===== src/rtl/nvram_xfer_controller_if.sv =====
// nvram_xfer_controller_if: bridge-side save/load commands, status and packed word streams.
interface nvram_xfer_controller_if #(
    parameter int WORD_W = 32
);
    logic              save_req;
    logic              load_req;
    logic              busy;
    logic              done;
    logic [WORD_W-1:0] sv_word;
    logic              sv_valid;
    logic              sv_ready;
    logic [WORD_W-1:0] ld_word;
    logic              ld_valid;
    logic              ld_ready;

    modport slave (
        input  save_req, load_req, sv_ready, ld_word, ld_valid,
        output busy, done, sv_word, sv_valid, ld_ready
    );

    modport master (
        output save_req, load_req, sv_ready, ld_word, ld_valid,
        input  busy, done, sv_word, sv_valid, ld_ready
    );
endinterface


===== src/rtl/nvram_xfer_controller.sv =====
// nvram_xfer_controller: shares the CPU NVRAM port with bridge save/load transfers,
// moving the whole RAM as packed words while CPU writes are locked out.
module nvram_xfer_controller #(
    parameter int ADDR_W = 8,
    parameter int DATA_W = 4,
    parameter int PACK   = 8
) (
    input  logic                  clk,
    input  logic                  reset,
    input  logic [ADDR_W-1:0]     cpu_addr,
    input  logic                  cpu_write,
    input  logic [DATA_W-1:0]     cpu_data,
    output logic [DATA_W-1:0]     cpu_q,
    output logic [ADDR_W-1:0]     ram_address,
    output logic                  ram_write,
    output logic [DATA_W-1:0]     ram_data,
    input  logic [DATA_W-1:0]     ram_q,
    nvram_xfer_controller_if.slave br
);
    localparam int K_W    = $clog2(PACK);
    localparam int W_W    = ADDR_W - K_W;
    localparam int WORD_W = PACK * DATA_W;

    typedef enum logic [2:0] {
        IDLE, SAVE_RD, SAVE_LAST, SAVE_OUT, LOAD_WAIT, LOAD_WR, DONE
    } state_t;

    state_t            state, state_nx;
    logic [W_W-1:0]    w;
    logic [K_W-1:0]    k;
    logic [K_W-1:0]    cap_k;
    logic              cap_v;
    logic [WORD_W-1:0] sv_word_r;
    logic [WORD_W-1:0] ld_buf;
    logic              w_last;
    logic              k_last;

    assign w_last = &w;
    assign k_last = &k;

    always_ff @(posedge clk or posedge reset) begin
        if (reset) state <= IDLE;
        else       state <= state_nx;
    end

    // ram_q lags the issued address by one cycle, so captures trail the address by a cycle
    always_ff @(posedge clk or posedge reset) begin
        if (reset) begin
            w         <= '0;
            k         <= '0;
            cap_v     <= 1'b0;
            cap_k     <= '0;
            sv_word_r <= '0;
            ld_buf    <= '0;
        end else begin
            cap_v <= state == SAVE_RD;
            cap_k <= k;
            if (cap_v) sv_word_r[cap_k*DATA_W +: DATA_W] <= ram_q;
            if (state == SAVE_RD || state == LOAD_WR) k <= k + 1'b1;
            if (!w_last && ((state == SAVE_OUT && br.sv_ready) || (state == LOAD_WR && k_last)))
                w <= w + 1'b1;
            if (state == LOAD_WAIT && br.ld_valid) ld_buf <= br.ld_word;
            if (state == DONE) begin
                w <= '0;
                k <= '0;
            end
        end
    end

    always_comb begin
        state_nx = state;
        case (state)
            IDLE:      state_nx = br.save_req ? SAVE_RD : br.load_req ? LOAD_WAIT : IDLE;
            SAVE_RD:   state_nx = k_last ? SAVE_LAST : SAVE_RD;
            SAVE_LAST: state_nx = SAVE_OUT;
            SAVE_OUT:  state_nx = !br.sv_ready ? SAVE_OUT : w_last ? DONE : SAVE_RD;
            LOAD_WAIT: state_nx = br.ld_valid ? LOAD_WR : LOAD_WAIT;
            LOAD_WR:   state_nx = !k_last ? LOAD_WR : w_last ? DONE : LOAD_WAIT;
            default:   state_nx = IDLE;
        endcase
    end

    always_comb begin
        br.busy     = state != IDLE;
        br.done     = state == DONE;
        br.sv_valid = state == SAVE_OUT;
        br.ld_ready = state == LOAD_WAIT;
        br.sv_word  = sv_word_r;
        cpu_q       = ram_q;
        ram_address = state == IDLE ? cpu_addr  : {w, k};
        ram_write   = state == IDLE ? cpu_write : state == LOAD_WR;
        ram_data    = state == IDLE ? cpu_data  : ld_buf[k*DATA_W +: DATA_W];
    end
endmodule


===== src/flat_wrapper.sv =====
// flat-port wrapper written by rule: the top's interface ports become plain ports
module nvram_xfer_controller_flat 
#(
    parameter int ADDR_W = 8,
    parameter int DATA_W = 4,
    parameter int PACK   = 8
)
  (clk, reset, cpu_addr, cpu_write, cpu_data, cpu_q, ram_address, ram_write, ram_data, ram_q, br_save_req, br_load_req, br_sv_ready, br_ld_word, br_ld_valid, br_busy, br_done, br_sv_word, br_sv_valid, br_ld_ready);
  nvram_xfer_controller_if br_i ();
  input  logic clk;
  input  logic reset;
  input  logic [ADDR_W-1:0] cpu_addr;
  input  logic cpu_write;
  input  logic [DATA_W-1:0] cpu_data;
  output logic [DATA_W-1:0] cpu_q;
  output logic [ADDR_W-1:0] ram_address;
  output logic ram_write;
  output logic [DATA_W-1:0] ram_data;
  input  logic [DATA_W-1:0] ram_q;
  input wire logic [$bits(br_i.save_req)-1:0] br_save_req;
  input wire logic [$bits(br_i.load_req)-1:0] br_load_req;
  input wire logic [$bits(br_i.sv_ready)-1:0] br_sv_ready;
  input wire logic [$bits(br_i.ld_word)-1:0] br_ld_word;
  input wire logic [$bits(br_i.ld_valid)-1:0] br_ld_valid;
  output wire logic [$bits(br_i.busy)-1:0] br_busy;
  output wire logic [$bits(br_i.done)-1:0] br_done;
  output wire logic [$bits(br_i.sv_word)-1:0] br_sv_word;
  output wire logic [$bits(br_i.sv_valid)-1:0] br_sv_valid;
  output wire logic [$bits(br_i.ld_ready)-1:0] br_ld_ready;
  assign br_i.save_req = br_save_req;
  assign br_i.load_req = br_load_req;
  assign br_i.sv_ready = br_sv_ready;
  assign br_i.ld_word = br_ld_word;
  assign br_i.ld_valid = br_ld_valid;
  assign br_busy = br_i.busy;
  assign br_done = br_i.done;
  assign br_sv_word = br_i.sv_word;
  assign br_sv_valid = br_i.sv_valid;
  assign br_ld_ready = br_i.ld_ready;
  nvram_xfer_controller #(.ADDR_W(ADDR_W), .DATA_W(DATA_W), .PACK(PACK)) u_core (.clk(clk), .reset(reset), .cpu_addr(cpu_addr), .cpu_write(cpu_write), .cpu_data(cpu_data), .cpu_q(cpu_q), .ram_address(ram_address), .ram_write(ram_write), .ram_data(ram_data), .ram_q(ram_q), .br(br_i));
endmodule

===== config.mk =====
export PLATFORM = sky130hd
export DESIGN_NAME = nvram_xfer_controller_flat
export DESIGN_NICKNAME = d
export VERILOG_FILES = /design/src/rtl/nvram_xfer_controller_if.sv /design/src/rtl/nvram_xfer_controller.sv /design/src/flat_wrapper.sv
export SDC_FILE = /design/constraint.sdc
export NUM_CORES = 1
export LEC_CHECK = 0
export ABC_AREA = 0
export BUFFER_PORTS_ARGS = -buffer_cell sky130_fd_sc_hd__buf_2
export CORE_UTILIZATION = 26
export CTS_CLUSTER_DIAMETER = 150
export CTS_CLUSTER_SIZE = 20
export DETAILED_ROUTE_END_ITERATION = 12
export PLACE_DENSITY = 0.47
export SYNTH_ARGS = -nofsm -noshare
export SYNTH_HDL_FRONTEND = slang
export SYNTH_SLANG_ARGS = --single-unit

===== constraint.sdc =====
create_clock -name clk -period 6.49 [get_ports clk]
set_input_delay 0.649 -clock clk [delete_from_list [all_inputs] [get_ports clk]]
set_output_delay 0.649 -clock clk [all_outputs]
set_load 0.01 [all_outputs]

Yosys cells after proc, flatten, opt, wreduce, memory -nomap -nowiden
Cells that the tools add are included.

Word-level logic and storage cells: 49. Output and inout bits: 53. Bits of input ports: 55. Register bits after elaboration: 79.

Reduce and logical (&&, ||, !) cells: 13. Shift operators: 3. $add $sub $neg: 3. Multiplexer cells: 17. Equality and inequality tests: 6.

Operator list (number): $neg 5->34 (1); $shift 4x34->32 const A (1); $shiftx 4x34->32 (1); $bwmux 32 (1); $shiftx 32x6->4 (1); $mux 3 (7); $pmux 3 s6 (1); $mux 5 (2); $eq 3x3->1 const B (3); $mux 8 (1); $eq 3x2->1 const B (2); $add 5x1->5 const B (1); $reduce_and 5->1 (1); $logic_and 1x1->1 (4); $mux 2 (2); $mux 4 (1); $reduce_bool 2->1 (2); $add 3x1->3 const B (1); $eq 3x1->1 const B (1); $logic_not 3->1 (1); $reduce_and 3->1 (1); $reduce_bool 3->1 (1); $logic_or 1x1->1 (2); $mux 1 (2); $logic_not 1->1 (1).

Logic depth before layout (Yosys ltp)
Depth in word-level cells: 6. Mapped depth: 7. Mapped depth without buffers: 7.

Least setup slack after synthesis
Ideal clock, no wire load.

Path kind: register -> output. Start: reg u_core.k[1]. End: out ram_data[0]. Stages on the path, launching flop included: 6. Slack: 4.436 ns. Arrival time: 1.405 ns. Data required time: 5.841 ns. Path buffers: 2. Cells stage by stage: dfrtp_1 buf_6 buf_12 mux2i_1 mux4_2 o21ai_2.

Word-level cells in the longest chain between the ends: 2.

Ends and longest elaborated chain: start, declared (RTL line nvram_xfer_controller.sv:30) `logic [K_W-1:0] k;`; start signal, assigned (RTL line nvram_xfer_controller.sv:59) `if (state == SAVE_RD || state == LOAD_WR) k <= k + 1'b1;`; $shiftx 32x6->4 (RTL line nvram_xfer_controller.sv:92) `ram_data = state == IDLE ? cpu_data : ld_buf[k*DATA_W +: DATA_W];`; $mux 4 (RTL line nvram_xfer_controller.sv:92); end, declared (RTL line flat_wrapper.sv:18) `output logic [DATA_W-1:0] ram_data;`.

Every way passes these cells.

Worst setup path in the final report
Start: reg u_core.k[1]. End: out ram_data[1].

Same word-level chain as after synthesis.

==> results by group <==
Drt
  • Via density per instance: between 4 and 5
  • Routed length per instance: about 15 um
  • Vias: between 2,000 and 3,000
  • Initial DRC count: 82
  • Post-detailed-route count of antenna-violating nets: 0
  • Detailed-route wire length: between 8000 and 9000 um
  • Drt drc: 9
  • 1st-pass router iterations: 8

Floorplanning
  • Die height: 125.6 um
  • Initial Util: between 20% and 30%
  • Die X: 125.6 um
  • Num ports: around 110
  • Core ar.: 14,700 um^2
  • Die area: around 16,000 um^2
  • # rows: 44

Logic synthesis
  • Most instantiated cells after synthesis: 79 x dfrtp_1, 42 x mux2_2, 30 x mux2_4, 18 x mux2i_1, 15 x nand2_1
  • Unique masters post-synth: 39
  • Post-synth net total: 347
  • Largest cells by area after synthesis: dfrtp_1 50%, mux2_2 12%, mux2_4 11%
  • Post-Syn Instances: ~290
  • Seq cells post-synth: 79
  • Post-Syn Area: 3974 um^2
  • Synthesis Warnings: 0
  • Ys flop type: dfrtp_1
  • Share of the synthesized area in the top cell type: around half
  • Synth area leader: dfrtp_1
  • EDFF count, synth: 0
  • Count leader, synth: dfrtp_1
  • Syn Area/Cell: 13.94 um^2
  • Sequential area share after synthesis: 49.75%
  • Asr flop ratio synth: 100.0%

Power
  • NetSw: 824.7 uW
  • Clock power share: approximately a fifth
  • Internal power: ~1.6 mW
  • Static Leak: ~2.4 nW
  • Combinational power share: 41.3%
  • Power Density: between 400 and 500 nW/um^2
  • Switching part of the total: 34.40%
  • Sequential group share of total power: 38.7%
  • VDD IR max: approximately 0.17 mV

Cells and area
  • Syn-to-layout area delta: 22.04%
  • Final instance area: ~4800 um^2
  • Nets: 450
  • Diodes inserted: 0
  • Share of layout cells above drive strength 1: 54.34%

Timing
  • Fin crit share: 45.94%
  • Worst Skew: about 4.3 ps
  • Slew @ Worst Pin: roughly 1000 ps
  • Hold Violations, Final: 0
  • Unrepaired setup endpoints after global routing: no
  • FMAX: 335.4 MHz
  • TNS Setup: 0 ps
  • Slew headroom: between 30 and 40%
  • Min Clock Period, post-route: 2981 ps
  • Final slew viol count: 0
  • Endpoints failing setup: 0

Run
  • Max-Cap Viols: 0

Clock tree
  • Post_cts resized: 0
  • CTS Sinks: between 70 and 80
  • Post-CTS Setup Repair Bufs: 0
  • Root buf cell: clkbuf_16
  • CTS buffer count: 9
  • CTS tree: done
  • Post-CTS Hold Fix Bufs: 0
  • H-tree Lvls: 3
  • Clk pin slew, worst setup/hold paths: 60 ps
  • CTS Buffer Depth: 2
  • Worst skew pair latency: 340 ps

Critical path
  • Crit start category: flip-flop
  • CP endpoint kind: output pin
  • CP Class: flip-flop to output pin
  • Critical Path RT: ~5800 ps
  • Worst-path cell chain: mux2i_1 > mux4_2 > o21ai_2 > buf_2
  • CP max-delay cell: dfrtp_1
  • Crit-path max FO: 20
  • WP data arrival: roughly 2300 ps
  • Critical Path Max Stage Delay: 990 ps

Outcome
  • Status: finished with violations
  • Violated checks: DRC

Placement
  • Routability cong.: about 0.76
  • Post-Place Cell Area: approximately 4600 um^2
  • I/O Buffers: 107
  • DP Wirelength: approximately 6200 um

GRT
  • Vias in the first global route: around 2,700
  • Total GRT Usage: between 10 and 15%
  • Antenna violations before repair: 0
  • Largest net degree at the start of global routing: 80
  • Gr ovfl total: 0
  • Global-route wire length before repair: approximately 15,000 um

Min path
  • Hold Crit Class: flip-flop to flip-flop
-- critical path, delay by kind of cell, from the launching register on --
kind / cells / cell delay (ps)
DFF: 1 / 990
muxes: 2 / 740
AOI/OAI and AO/OA: 1 / 120
buffers and inverters: 1 / 140
-- through the flow --
stage / setup slack (ps) / total power, mW / instances / hold slack [ps] / utilization, %
3_3_place_gp: 3958 / 1.919 / 561 / 483.7 / 31.06
2_1_floorplan: 3818 / 1.669 / 285 / 378.1 / -
5_1_grt: 3321 / 2.581 / 576 / 518.0 / 32.99
3_5_place_dp: 3812 / 1.942 / 561 / 491.5 / 31.06
4_1_cts: 3430 / 2.442 / 576 / 504.7 / 32.99
6_report: 3509 / 2.398 / 576 / 500.7 / 32.99
-- worst paths after layout --
| kind | startpoint | end | slack (ps) | depth (start not counted) |
|---|---|---|---|---|
| min in group asynchronous | reset | u_core.br.sv_word[11] | 630 | 3 |
| worst max register to register | u_core.k[1] | u_core.w[2] | 4100 | 6 |
| max in group asynchronous | reset | u_core.cap_v | 5220 | 3 |
| worst min-delay path | u_core.br.sv_word[16] | u_core.br.sv_word[16] | 500 | 1 |
| worst max-delay path | u_core.k[1] | ram_data[1] | 3510 | 4 |
| worst min register to register | u_core.br.sv_word[16] | u_core.br.sv_word[16] | 500 | 1 |
-- cells by family after synthesis --
family | after synthesis | synth area share, %
compound gates | 20 | 3.684
xor+xnor | 3 | 0.6613
fa+ha+maj | 7 | 2.204
buf+inv | 24 | 5.416
flops | 79 | 49.75
mux | 94 | 30.04
simple gates | 58 | 8.249
-- power by group through the flow --
stage	logic, mW	clock network (mW)	registers [mW]
after floorplan	0.789	0	0.880
after global routing	1.09	0.520	0.969
after detailed placement	1.00	0	0.941
after global placement	0.977	0	0.942
final	0.990	0.480	0.928
after CTS	1.01	0.501	0.935
-- metal layers --
| metal | wire [um] | vias up | track usage [%] |
|---|---|---|---|
| met3 | 479 | 10 | 3.908 |
| li1 | - | 1203 | - |
| met5 | 0 | - | 0 |
| met1 | 4202 | 1248 | 16.02 |
| met4 | 140 | 0 | 4.519 |
| met2 | 3895 | 84 | 18.33 |
-- layout make-up --
class | instances | area (um^2)
Fill cell | 1492 | 9849
Sequential cell | 79 | 1977
Multi-Input combinational cell | 182 | 1782
Timing Repair Buffer | 108 | 543.0
Clock buffer | 12 | 266.5
Tap cell | 184 | 230.2
Inverter | 8 | 33.78
Clock inverter | 3 | 17.52
-- layout by cell type, fill, tap and decap left out, types with 5 or more instances in the layout --
master	instances
mux2_2	42
clkbuf_16	9
nand2_1	15
ha_1	7
inv_1	6
buf_2	107
mux2i_1	18
o21ai_0	5
dfrtp_1	79
nor2b_1	5
nor2_1	14
mux2_4	30
-- flip-flops by register name, summed over array words and instances, names as in the netlist --
name / cells
u_core.br.sv_word: 32
u_core.cap_k: 3
u_core.cap_v: 1
u_core.k: 3
u_core.ld_buf: 32
u_core.state: 3
u_core.w: 5
Note: power is estimated with default switching activity, not from simulation.
